`src/rtl/alu_seq_unit.sv`:
```
`default_nettype none
// alu_seq_unit: handshaked ALU with single-cycle ops and a restoring unsigned
// divider that writes Hi/Lo; each result is published with a one-cycle done pulse.
module alu_seq_unit #(
  parameter int WIDTH   = 32,
  parameter int SHAMT_W = 5
) (
  input  logic             clk,
  input  logic             reset,
  input  logic             start,
  input  logic [5:0]       signal,
  input  logic [WIDTH-1:0] data_a,
  input  logic [WIDTH-1:0] data_b,
  output logic             busy,
  output logic             done,
  output logic [WIDTH-1:0] data_out,
  output logic             div_by_zero,
  output logic             illegal_op
);

  localparam logic [5:0] OP_ADD  = 6'd32;
  localparam logic [5:0] OP_SUB  = 6'd34;
  localparam logic [5:0] OP_AND  = 6'd36;
  localparam logic [5:0] OP_OR   = 6'd37;
  localparam logic [5:0] OP_SLT  = 6'd42;
  localparam logic [5:0] OP_SRL  = 6'd2;
  localparam logic [5:0] OP_DIVU = 6'd27;
  localparam logic [5:0] OP_MFHI = 6'd16;
  localparam logic [5:0] OP_MFLO = 6'd18;

  localparam logic [SHAMT_W-1:0] LAST_ITER = SHAMT_W'(WIDTH - 1);

  typedef enum logic [1:0] {
    S_IDLE = 2'd0,
    S_DIV  = 2'd1,
    S_DONE = 2'd2
  } state_t;

  state_t             state_q, state_d;
  logic [SHAMT_W-1:0] count_q, count_d;
  logic [WIDTH-1:0]   rem_q, rem_d;
  logic [WIDTH-1:0]   quo_q, quo_d;
  logic [WIDTH-1:0]   divisor_q, divisor_d;
  logic [WIDTH-1:0]   hi_q, hi_d;
  logic [WIDTH-1:0]   lo_q, lo_d;
  logic [WIDTH-1:0]   result_q, result_d;
  logic [WIDTH-1:0]   data_out_q, data_out_d;
  logic               done_q, done_d;
  logic               dbz_q, dbz_d;
  logic               ill_q, ill_d;
  logic [WIDTH:0]     trial;

  always_comb begin
    state_d    = state_q;
    count_d    = count_q;
    rem_d      = rem_q;
    quo_d      = quo_q;
    divisor_d  = divisor_q;
    hi_d       = hi_q;
    lo_d       = lo_q;
    result_d   = result_q;
    data_out_d = data_out_q;
    done_d     = 1'b0;
    dbz_d      = dbz_q;
    ill_d      = ill_q;
    // quo_q doubles as the dividend shift register: its MSB feeds the partial remainder
    trial      = {rem_q, quo_q[WIDTH-1]} - {1'b0, divisor_q};

    case (state_q)
      S_IDLE: begin
        if (start) begin
          dbz_d    = 1'b0;
          ill_d    = 1'b0;
          result_d = '0;
          state_d  = S_DONE;
          case (signal)
            OP_ADD:  result_d = data_a + data_b;
            OP_SUB:  result_d = data_a - data_b;
            OP_AND:  result_d = data_a & data_b;
            OP_OR:   result_d = data_a | data_b;
            OP_SLT:  result_d = ($signed(data_a) < $signed(data_b)) ? WIDTH'(1) : '0;
            OP_SRL:  result_d = data_a >> data_b[SHAMT_W-1:0];
            OP_MFHI: result_d = hi_q;
            OP_MFLO: result_d = lo_q;
            OP_DIVU: begin
              if (data_b == '0) begin
                result_d = '1;
                lo_d     = '1;
                hi_d     = data_a;
                dbz_d    = 1'b1;
              end else begin
                state_d   = S_DIV;
                count_d   = '0;
                rem_d     = '0;
                quo_d     = data_a;
                divisor_d = data_b;
              end
            end
            default: ill_d = 1'b1;
          endcase
        end
      end

      S_DIV: begin
        if (!trial[WIDTH]) begin
          rem_d = trial[WIDTH-1:0];
          quo_d = {quo_q[WIDTH-2:0], 1'b1};
        end else begin
          rem_d = {rem_q[WIDTH-2:0], quo_q[WIDTH-1]};
          quo_d = {quo_q[WIDTH-2:0], 1'b0};
        end
        count_d = count_q + 1'b1;
        if (count_q == LAST_ITER) begin
          state_d  = S_DONE;
          lo_d     = quo_d;
          hi_d     = rem_d;
          result_d = quo_d;
        end
      end

      S_DONE: begin
        data_out_d = result_q;
        done_d     = 1'b1;
        state_d    = S_IDLE;
      end

      default: state_d = S_IDLE;
    endcase
  end

  always_ff @(posedge clk) begin
    if (!reset) begin
      state_q    <= S_IDLE;
      count_q    <= '0;
      rem_q      <= '0;
      quo_q      <= '0;
      divisor_q  <= '0;
      hi_q       <= '0;
      lo_q       <= '0;
      result_q   <= '0;
      data_out_q <= '0;
      done_q     <= 1'b0;
      dbz_q      <= 1'b0;
      ill_q      <= 1'b0;
    end else begin
      state_q    <= state_d;
      count_q    <= count_d;
      rem_q      <= rem_d;
      quo_q      <= quo_d;
      divisor_q  <= divisor_d;
      hi_q       <= hi_d;
      lo_q       <= lo_d;
      result_q   <= result_d;
      data_out_q <= data_out_d;
      done_q     <= done_d;
      dbz_q      <= dbz_d;
      ill_q      <= ill_d;
    end
  end

  assign busy        = (state_q != S_IDLE);
  assign done        = done_q;
  assign data_out    = data_out_q;
  assign div_by_zero = dbz_q;
  assign illegal_op  = ill_q;

endmodule
`default_nettype wire

```
`config.mk`:
```
export PLATFORM = sky130hd
export DESIGN_NAME = alu_seq_unit
export DESIGN_NICKNAME = d
export VERILOG_FILES = /design/src/rtl/alu_seq_unit.sv
export SDC_FILE = /design/constraint.sdc
export NUM_CORES = 1
export LEC_CHECK = 0
export CORE_AREA = 2 2 183 230
export CTS_CLUSTER_SIZE = 25
export DETAILED_ROUTE_END_ITERATION = 6
export DIE_AREA = 0 0 185 232
export PLACE_DENSITY = 0.7
export SLEW_MARGIN = 20
export SYNTH_ARGS = -nofsm -noshare
export SYNTH_HDL_FRONTEND = slang
export SYNTH_SLANG_ARGS = --single-unit
```
`constraint.sdc`:
```
create_clock -name clk -period 4.5 [get_ports clk]
set_clock_uncertainty 0.05 [all_clocks]
set_input_delay 0.9 -clock clk [delete_from_list [all_inputs] [get_ports clk]]
set_output_delay 0.9 -clock clk [all_outputs]
set_load 0.01 [all_outputs]
```
### Word-level counts from Yosys, hierarchy flattened

Cells that the tools add are included.

| word-level totals | value |
|---|---|
| output and inout port bits | 36 |
| flip-flop bits (word level) | 234 |

| cells by class | value |
|---|---|
| eq/ne operators | 17 |
| multiplexer cells | 38 |
| bitwise operators | 3 |
| $add $sub $neg | 4 |
| magnitude comparators | 1 |
| reduce and logical (&&, ||, !) cells | 11 |
| shift-type cells | 1 |

Operators with widths:

| cell | number |
|---|---|
| 32-bit two-way mux | 17 |
| 32-bit case mux with 2 select lines | 5 |
| 32-bit case mux with 9 select lines | 1 |
| 33-bit by 32-bit subtractor with 33-bit output | 1 |
| 32-bit adder | 1 |
| 32-bit AND | 1 |
| 32-bit logical NOT | 1 |
| 32-bit less-than comparator | 1 |
| 32-bit bitwise OR | 1 |
| 32-bit by 5-bit >> shifter with 32-bit output | 1 |
| 32-bit subtractor | 1 |
| 6-bit == test (second input constant) | 5 |
| 6-bit by 5-bit == test with 1-bit output (second input constant) | 3 |
| 5-bit two-way mux | 3 |
| 5-bit case mux with 2 select lines | 1 |
| 9-bit OR reduction | 1 |
| 2-bit two-way mux | 4 |
| 2-bit inequality test (second input constant) | 4 |
| 4-bit AND reduction | 2 |
| 6-bit by 2-bit == test with 1-bit output (second input constant) | 1 |
| 1-bit two-way mux | 6 |
| 5-bit by 1-bit adder with 5-bit output (second input constant) | 1 |
| 5-bit == test (second input constant) | 1 |
| 5-bit AND reduction | 1 |
| other kinds (9) | 11 |

### Depth between registers and ports, before layout

Gate-level depths: netlist (run 1).

| logic depth | value |
|---|---|
| word-level depth | 5 |
| depth in mapped cells | 15 |

### Worst setup path before layout (run 1)

No wires, ideal clock.

| timing path | value |
|---|---|
| path type | in2reg |
| start | input data_b[2] |
| end | register result_q[22] |
| required time | 4.316 ns |
| stages on the path | 15 |
| buffers on the path | 4 |
| arrival time | 4.080 ns |
| setup slack | 0.236 ns |
| path through | clkbuf_1 clkinv_1 clkbuf_1 clkbuf_1 ha_1 buf_4 a21o_1 a21o_2 a21oi_2 o31a_2 o21a_1 o31a_1 a221o_1 a221oi_2 o22ai_1 |

| between the ends | value |
|---|---|
| longest elaborated chain between the ends | 5 |
| elaborated cells on any way between the ends | 8 |
| those cells by class | add/sub (2); shift (1); mux (4); reduce/logical (1) |

Ends and longest elaborated chain:

| what | RTL line | text |
|---|---|---|
| start, declared | 13 | `input logic [WIDTH-1:0] data_b,` |
| parallel branches: the longest is 2 deep, another holds 32-bit subtractor | -- |  |
| 32-bit case mux with 9 select lines * | 76 | `case (signal)` |
| 32-bit two-way mux * | 71 | `if (start) begin` |
| 32-bit case mux with 2 select lines * | 69 | `case (state_q)` |
| end signal, assigned | 153 | `result_q <= result_d;` |
| end, declared | 46 | `logic [WIDTH-1:0] result_q, result_d;` |

Mark *: on every way between the ends. The select of a mux whose other input is x is not followed.
A chain may end at the register's enable or synchronous reset.

### Worst setup path in the final report (run 1)

| timing path | value |
|---|---|
| start | input data_b[2] |
| end | register result_q[31] |

Same word-level chain as after synthesis.

==> results_dict.tcl, run 1 <==
set metrics [dict create \
    status "finished, final reports clean" \
    holdWs_ns 0.401 \
    worst_slack_ns 0.576 \
    antenna_cells 0 \
    ios 109 \
    p_comb_share_pct 24.6 \
    nNetsFinal 2808 \
    clk_latency_ns 0.60 \
    synth-edff-count 0 \
    hold_path_end "data_out[8]$_SDFFE_PN0P_" \
    core_area_mm2 0.0407 \
    cts.clk_slew.worst_paths_ns 0.06 \
    grt_max_degree 78 \
    wl_mm 79.8 \
    post_cts_buffers 0 \
    grt_pass1_vias 19100 \
    wl_per_cell_um 25.2 \
    swShare_pct 32.8 \
    period_share_pct 87.2 \
    vias_per_cell 6.34 \
    antenna_found_initial 0 \
    synth_ff_type "dfxtp_1" \
    num_vias 20100 \
    drv_slew 0 \
    ctsRootBufferMaster "clkbuf_16" \
    cap_violations 0 \
    h-tree-depth 1 \
    ys_ff_latch 234 \
    async_flop_share_pct 0 \
    p_leak_nw 8.59 \
    reg2regPathDepth 14 \
    r2r_end "hi_q[15]$_SDFFE_PN0P_" \
    die_y_um 232 \
    max_freq_mhz 255 \
    hold_violations 0 \
    dp_hpwl_mm 60.6 \
    grt_pass1_wl_mm 119 \
    grt.overflow.total 0 \
    tightest_slew_ns 0.998 \
    seq_power_share_pct 36.9 \
    r2r_start "quo_q[31]$_SDFFE_PN0P_" \
    yosys_warnings 0 \
    gp_congestion 1.02 \
    syn_to_final_growth_pct 19.6 \
    rrSetupSlack_ns 0.71 \
    slew_headroom_pct 33.4 \
    cts_hold_buf 0 \
    holdCritStartpoint "result_q[8]$_SDFFE_PN0P_" \
    cts_tree "done" \
    postSynthAreaPerCell_um2 7.41 \
    die_width_um 185 \
    cts.sinks 234 \
    required_ns 4.96 \
    dp_slack_ns 0.0508 \
    layout.cells.non_filler 3171 \
    drive_above_1_share_pct 12.0 \
    path_class "in -> reg" \
    antenna_left 0 \
    synth_nets 2663 \
    rsz0062_at_grt "no" \
    p_switching_mw 1.92 \
    setup_viol 0 \
    max-vdd-ir-drop_mv 0.309 \
    design.die.area_mm2 0.0429 \
    p_clk_share_pct 38.4 \
    hold_path_class "reg -> reg" \
    drtIter0Drc 2290 \
    utilization_pct 53.5 \
    rows 83 \
    fillCellCount 4019 \
    setup-tns-final_ns 0 \
    synth_area_mm2 0.0182 \
    track_usage_pct 36.8 \
    cp-end-kind "flip-flop" \
    multi_input_area_mm2 0.0123 \
    min_period_ns 3.92 \
    place_inst 3125 \
    portBuffers 108 \
    synth.distinct_cells 97 \
    initial_core_util_pct 44.7 \
    holdPathStages 2 \
    start_kind "primary input" \
    power-per-cell-area_mw_per_mm2 269 \
    cts_buffer_depth 3 \
    cp_max_fo 7 \
    dr.pass1.iters 7 \
    final-seq-area_mm2 0.00468 \
    intPower_mw 3.94 \
    cts_made_buffers 27 \
    drc_errors 0 \
    ctsResizeCount 0 \
    ys_seq_area_share_pct 25.7 \
    worst_ep_arrival_time_ns 4.38 \
    syn_inst 2457 \
]
cell type report:
type | instances | share of cell area [%]
tap | 552 | 3.17
clock buffer | 35 | 3.38
inverter | 135 | 2.34
clock inverter | 11 | 0.592
multi-input combinational | 1906 | 56.6
sequential | 234 | 21.5
timing repair buffer | 298 | 12.5
per-layer routing:
metal / share of wire [%] / track usage, %
met4: 6.6 / 20.5
met5: 0 / 0
met2: 44 / 58.1
met3: 9.1 / 4.78
met1: 40 / 48.5
Yosys cell counts (9+ instances only):
| library cell | instances | share of area (%) |
|---|---|---|
| a211oi_1 | 50 | 2.1 |
| nor2b_1 | 15 | 0.52 |
| a221o_1 | 13 | 0.71 |
| and3_1 | 14 | 0.48 |
| a21o_1 | 21 | 0.87 |
| a22o_1 | 22 | 1.1 |
| a22oi_1 | 11 | 0.45 |
| dfxtp_1 | 234 | 26 |
| ha_1 | 130 | 8.9 |
| nor3_1 | 82 | 2.3 |
| a222oi_1 | 9 | 0.49 |
| buf_2 | 28 | 0.77 |
| o22ai_1 | 13 | 0.45 |
| xnor2_1 | 26 | 1.3 |
| o21ai_0 | 132 | 3.6 |
| o21a_1 | 10 | 0.41 |
| nand2b_1 | 25 | 0.86 |
| o211ai_1 | 25 | 1.0 |
| mux4_2 | 26 | 3.2 |
| a31oi_1 | 21 | 0.72 |
| a21oi_1 | 321 | 8.8 |
| mux2i_1 | 51 | 2.8 |
| nand2_1 | 324 | 6.7 |
| inv_1 | 133 | 2.7 |
| o21bai_1 | 20 | 0.82 |
| o31ai_1 | 15 | 0.62 |
| nor2_1 | 232 | 4.8 |
| a221oi_1 | 38 | 1.8 |
| o21ai_1 | 11 | 0.30 |
| clkbuf_1 | 138 | 2.8 |
| nand3_1 | 33 | 0.91 |
| or3_1 | 17 | 0.58 |
| xor2_1 | 10 | 0.48 |
| nor4_1 | 14 | 0.48 |
| nand4_1 | 20 | 0.69 |
| and2_1 | 10 | 0.34 |
power by group through the flow:
stage          registers, mW  clock network, mW  logic [mW]
5_1_grt                 2.16               2.36        1.53
4_1_cts                 2.16               2.28        1.40
6_report                2.16               2.25        1.44
3_3_place_gp            2.20                  0        1.38
2_1_floorplan           2.18                  0       0.814
3_5_place_dp            2.21                  0        1.39
state kept, by name (all words and copies together), names as in the netlist:
register / flops
count_q: 5
data_out: 32
div_by_zero: 1
divisor_q: 32
done: 1
hi_q: 32
illegal_op: 1
lo_q: 32
quo_q: 32
rem_q: 32
result_q: 32
state_q: 2
worst max path at each step:
| stage | start | endpoint | slack [ns] |
|---|---|---|---|
| after detailed placement | data_b[2] | result_q[9]$_SDFFE_PN0P_ | 0.05 |
| after CTS | data_b[2] | result_q[9]$_SDFFE_PN0P_ | 0.67 |
| after floorplan | data_b[2] | result_q[22]$_SDFFE_PN0P_ | 0.24 |
| after global placement | data_b[2] | result_q[9]$_SDFFE_PN0P_ | 0.07 |
| final | data_b[2] | result_q[31]$_SDFFE_PN0P_ | 0.58 |
| after global routing | data_a[8] | result_q[29]$_SDFFE_PN0P_ | 0.34 |
cell usage in the layout, fill, tap and decap left out, types with 13 or more instances in the layout:
master           count
a211oi_1            50
a21o_1              21
a21oi_1            320
a221o_1             13
a221oi_1            38
a22o_1              22
a31oi_1             21
and3_1              14
buf_12              18
buf_4              172
clkbuf_16           27
clkdlybuf4s50_1    104
dfxtp_1            234
ha_1               130
inv_1              133
mux2i_1             51
mux4_2              26
nand2_1            324
nand2b_1            24
nand3_1             33
nand4_1             20
nor2_1             226
nor2b_1             13
nor3_1              82
nor4_1              14
o211ai_1            25
o21ai_0            132
o21bai_1            20
o22ai_1             13
o31ai_1             15
or3_1               17
xnor2_1             26
critical path, cell delays in order:
cell and delay, ns:
clkdlybuf4s50_1 0.57, clkinv_1 0.15, ha_1 0.44, nor3_1 0.12, o31ai_1 0.34, a31oi_1 0.27, o31a_1 0.40, a21oi_1 0.38
o211ai_1 0.27, mux2i_1 0.22, a21oi_1 0.10, a221oi_2 0.21
metrics by stage:
stage / instance area, um2 / total power [mW]
floorplan: 18200 / 3.00
global placement: 20900 / 3.59
detailed placement: 20900 / 3.60
CTS: 21800 / 5.83
global route: 21800 / 6.05
finish: 21800 / 5.85
logic make-up after synthesis:
group / after synthesis / synth area share [%]
AND/OR/NAND/NOR: 823 / 20.3
buffers and inverters: 317 / 6.91
multiplexers: 80 / 6.20
flip-flops: 234 / 25.7
XOR/XNOR: 36 / 1.73
AO/OA/AOI/OAI: 834 / 29.9
adder cells (fa/ha/maj): 133 / 9.26
No activity file was read; power rests on OpenSTA's default activity.
==> run 2, diff against run 1 <==
Settings changed: CAP_MARGIN set to 15, HOLD_SLACK_MARGIN set to 0.08, SETUP_SLACK_MARGIN set to 0.05.
==> results of run 2 <==
The final DEF is identical to that of run 1; final timing and power are the same.
==> run 3, diff against run 2 <==
Settings changed: PLACE_DENSITY 0.7 to 0.65.
==> results_dict.tcl, run 3 (synthesis gave the netlist of run 1 again) <==
set metrics [dict create \
    status "complete, but fails checks" \
    violations "DRC" \
    cp_max_fo 49 \
    hold_path_class "reg -> reg" \
    die_width_um 185 \
    cap_violations 0 \
    drive_above_1_share_pct 12.6 \
    nNetsFinal 2814 \
    num_vias 20300 \
    grt.overflow.total 0 \
    setup-tns-final_ns 0 \
    cts.clk_slew.worst_paths_ns 0.07 \
    post_cts_buffers 0 \
    cts_tree "done" \
    start_kind "flip-flop" \
    cts_made_buffers 28 \
    dp_slack_ns 0.0213 \
    layout_commonest_cell "nand2_1" \
    grt_pass1_vias 19500 \
    max_freq_mhz 253 \
    h-tree-depth 1 \
    grt_max_degree 66 \
    setup_viol 0 \
    place_area_mm2 0.0208 \
    design.die.area_mm2 0.0429 \
    rows 83 \
    drv_slew 0 \
    path_class "reg -> reg" \
    drtIter0Drc 2069 \
    wl_per_cell_um 26.0 \
    initial_core_util_pct 44.7 \
    required_ns 4.93 \
    min_period_ns 3.95 \
    ctsRootBufferMaster "clkbuf_16" \
    period_share_pct 87.8 \
    gp_congestion 0.973 \
    syn_to_final_growth_pct 20.2 \
    cp-end-kind "flip-flop" \
    core_area_mm2 0.0407 \
    antenna_cells 0 \
    wl_mm 82.6 \
    dp_hpwl_mm 63.9 \
    ios 109 \
    fillCellCount 4032 \
    holdWs_ns 0.402 \
    antenna_found_initial 1 \
    cts.sinks 234 \
    ctsResizeCount 0 \
    worst_slack_ns 0.551 \
    slew_headroom_pct 37.2 \
    dr.pass1.iters 7 \
    grt_pass1_wl_mm 123 \
    max-vdd-ir-drop_mv 0.264 \
    track_usage_pct 38.1 \
    p_leak_nw 8.66 \
    place_inst 3130 \
    vias_per_cell 6.37 \
    worst_ep_arrival_time_ns 4.38 \
    portBuffers 108 \
    clk_latency_ns 0.60 \
    rsz0062_at_grt "no" \
    tightest_slew_ns 0.930 \
    drc_errors 6 \
    cts_buffer_depth 3 \
    hold_violations 0 \
    layout.cells.non_filler 3182 \
    antenna_left 0 \
    die_y_um 232 \
    cts_hold_buf 0 \
    fin_area_mm2 0.0219 \
    mostFrequentLayoutCells "nand2_1 (324), a21oi_1 (320), dfxtp_1 (234), nor2_1 (225), buf_4 (186)" \
    power-per-cell-area_mw_per_mm2 286 \
]
==> run 3: worst max-delay path: stages, from the launching register on <==
cell and delay (ns):
dfxtp_1 0.37, inv_1 0.09, ha_1 0.19, inv_1 0.06, fa_1 0.43, a211oi_1 0.34
o211ai_2 0.15, nand3b_1 0.20, a31o_1 0.28, a211oi_1 0.15, a211oi_4 0.24, buf_12 0.29
mux2i_1 0.57, a21oi_1 0.14, a22o_1 0.21
==> run 3: per-layer routing <==
layer | wire length, um | global-route usage, %
met2 | 37100 | 60.9
met1 | 33300 | 49.0
met3 | 7250 | 6.46
met5 | 0 | 0
met4 | 4950 | 19.9
==> run 3: path summary, 6_finish.rpt <==
path                             from                        to  slack (ns)  depth (start not counted)
max            quo_q[31]$_SDFFE_PN0P_     hi_q[14]$_SDFFE_PN0P_        0.55                         14
min          data_out[5]$_SDFFE_PN0P_  data_out[5]$_SDFFE_PN0P_        0.40                          2
min reg2reg  data_out[5]$_SDFFE_PN0P_  data_out[5]$_SDFFE_PN0P_        0.40                          2
max reg2reg    quo_q[31]$_SDFFE_PN0P_     hi_q[14]$_SDFFE_PN0P_        0.55                         14
==> run 3: final cells by class <==
cell class	count	area [um2]	area share [%]
inverters	135	509	2.33
clock buffers	33	769	3.52
clock inverters	19	270	1.23
flip-flops and latches	234	4680	21.4
multi-input cells	1906	12300	56.3
well taps	552	691	3.16
repair buffers	303	2640	12.0
==> run 3: report_power, final <==
group | internal (mW) | switching [mW]
clock network | 1.53 | 1.09
logic | 0.564 | 0.906
registers | 2.12 | 0.0462
total | 4.21 | 2.04
==> run 3: through the flow <==
stage          util (%)  power (mW)
2_1_floorplan         -        3.00
3_3_place_gp       51.2        3.62
3_5_place_dp       51.2        3.63
4_1_cts            53.8        6.23
5_1_grt            53.8        6.43
6_report           53.8        6.25
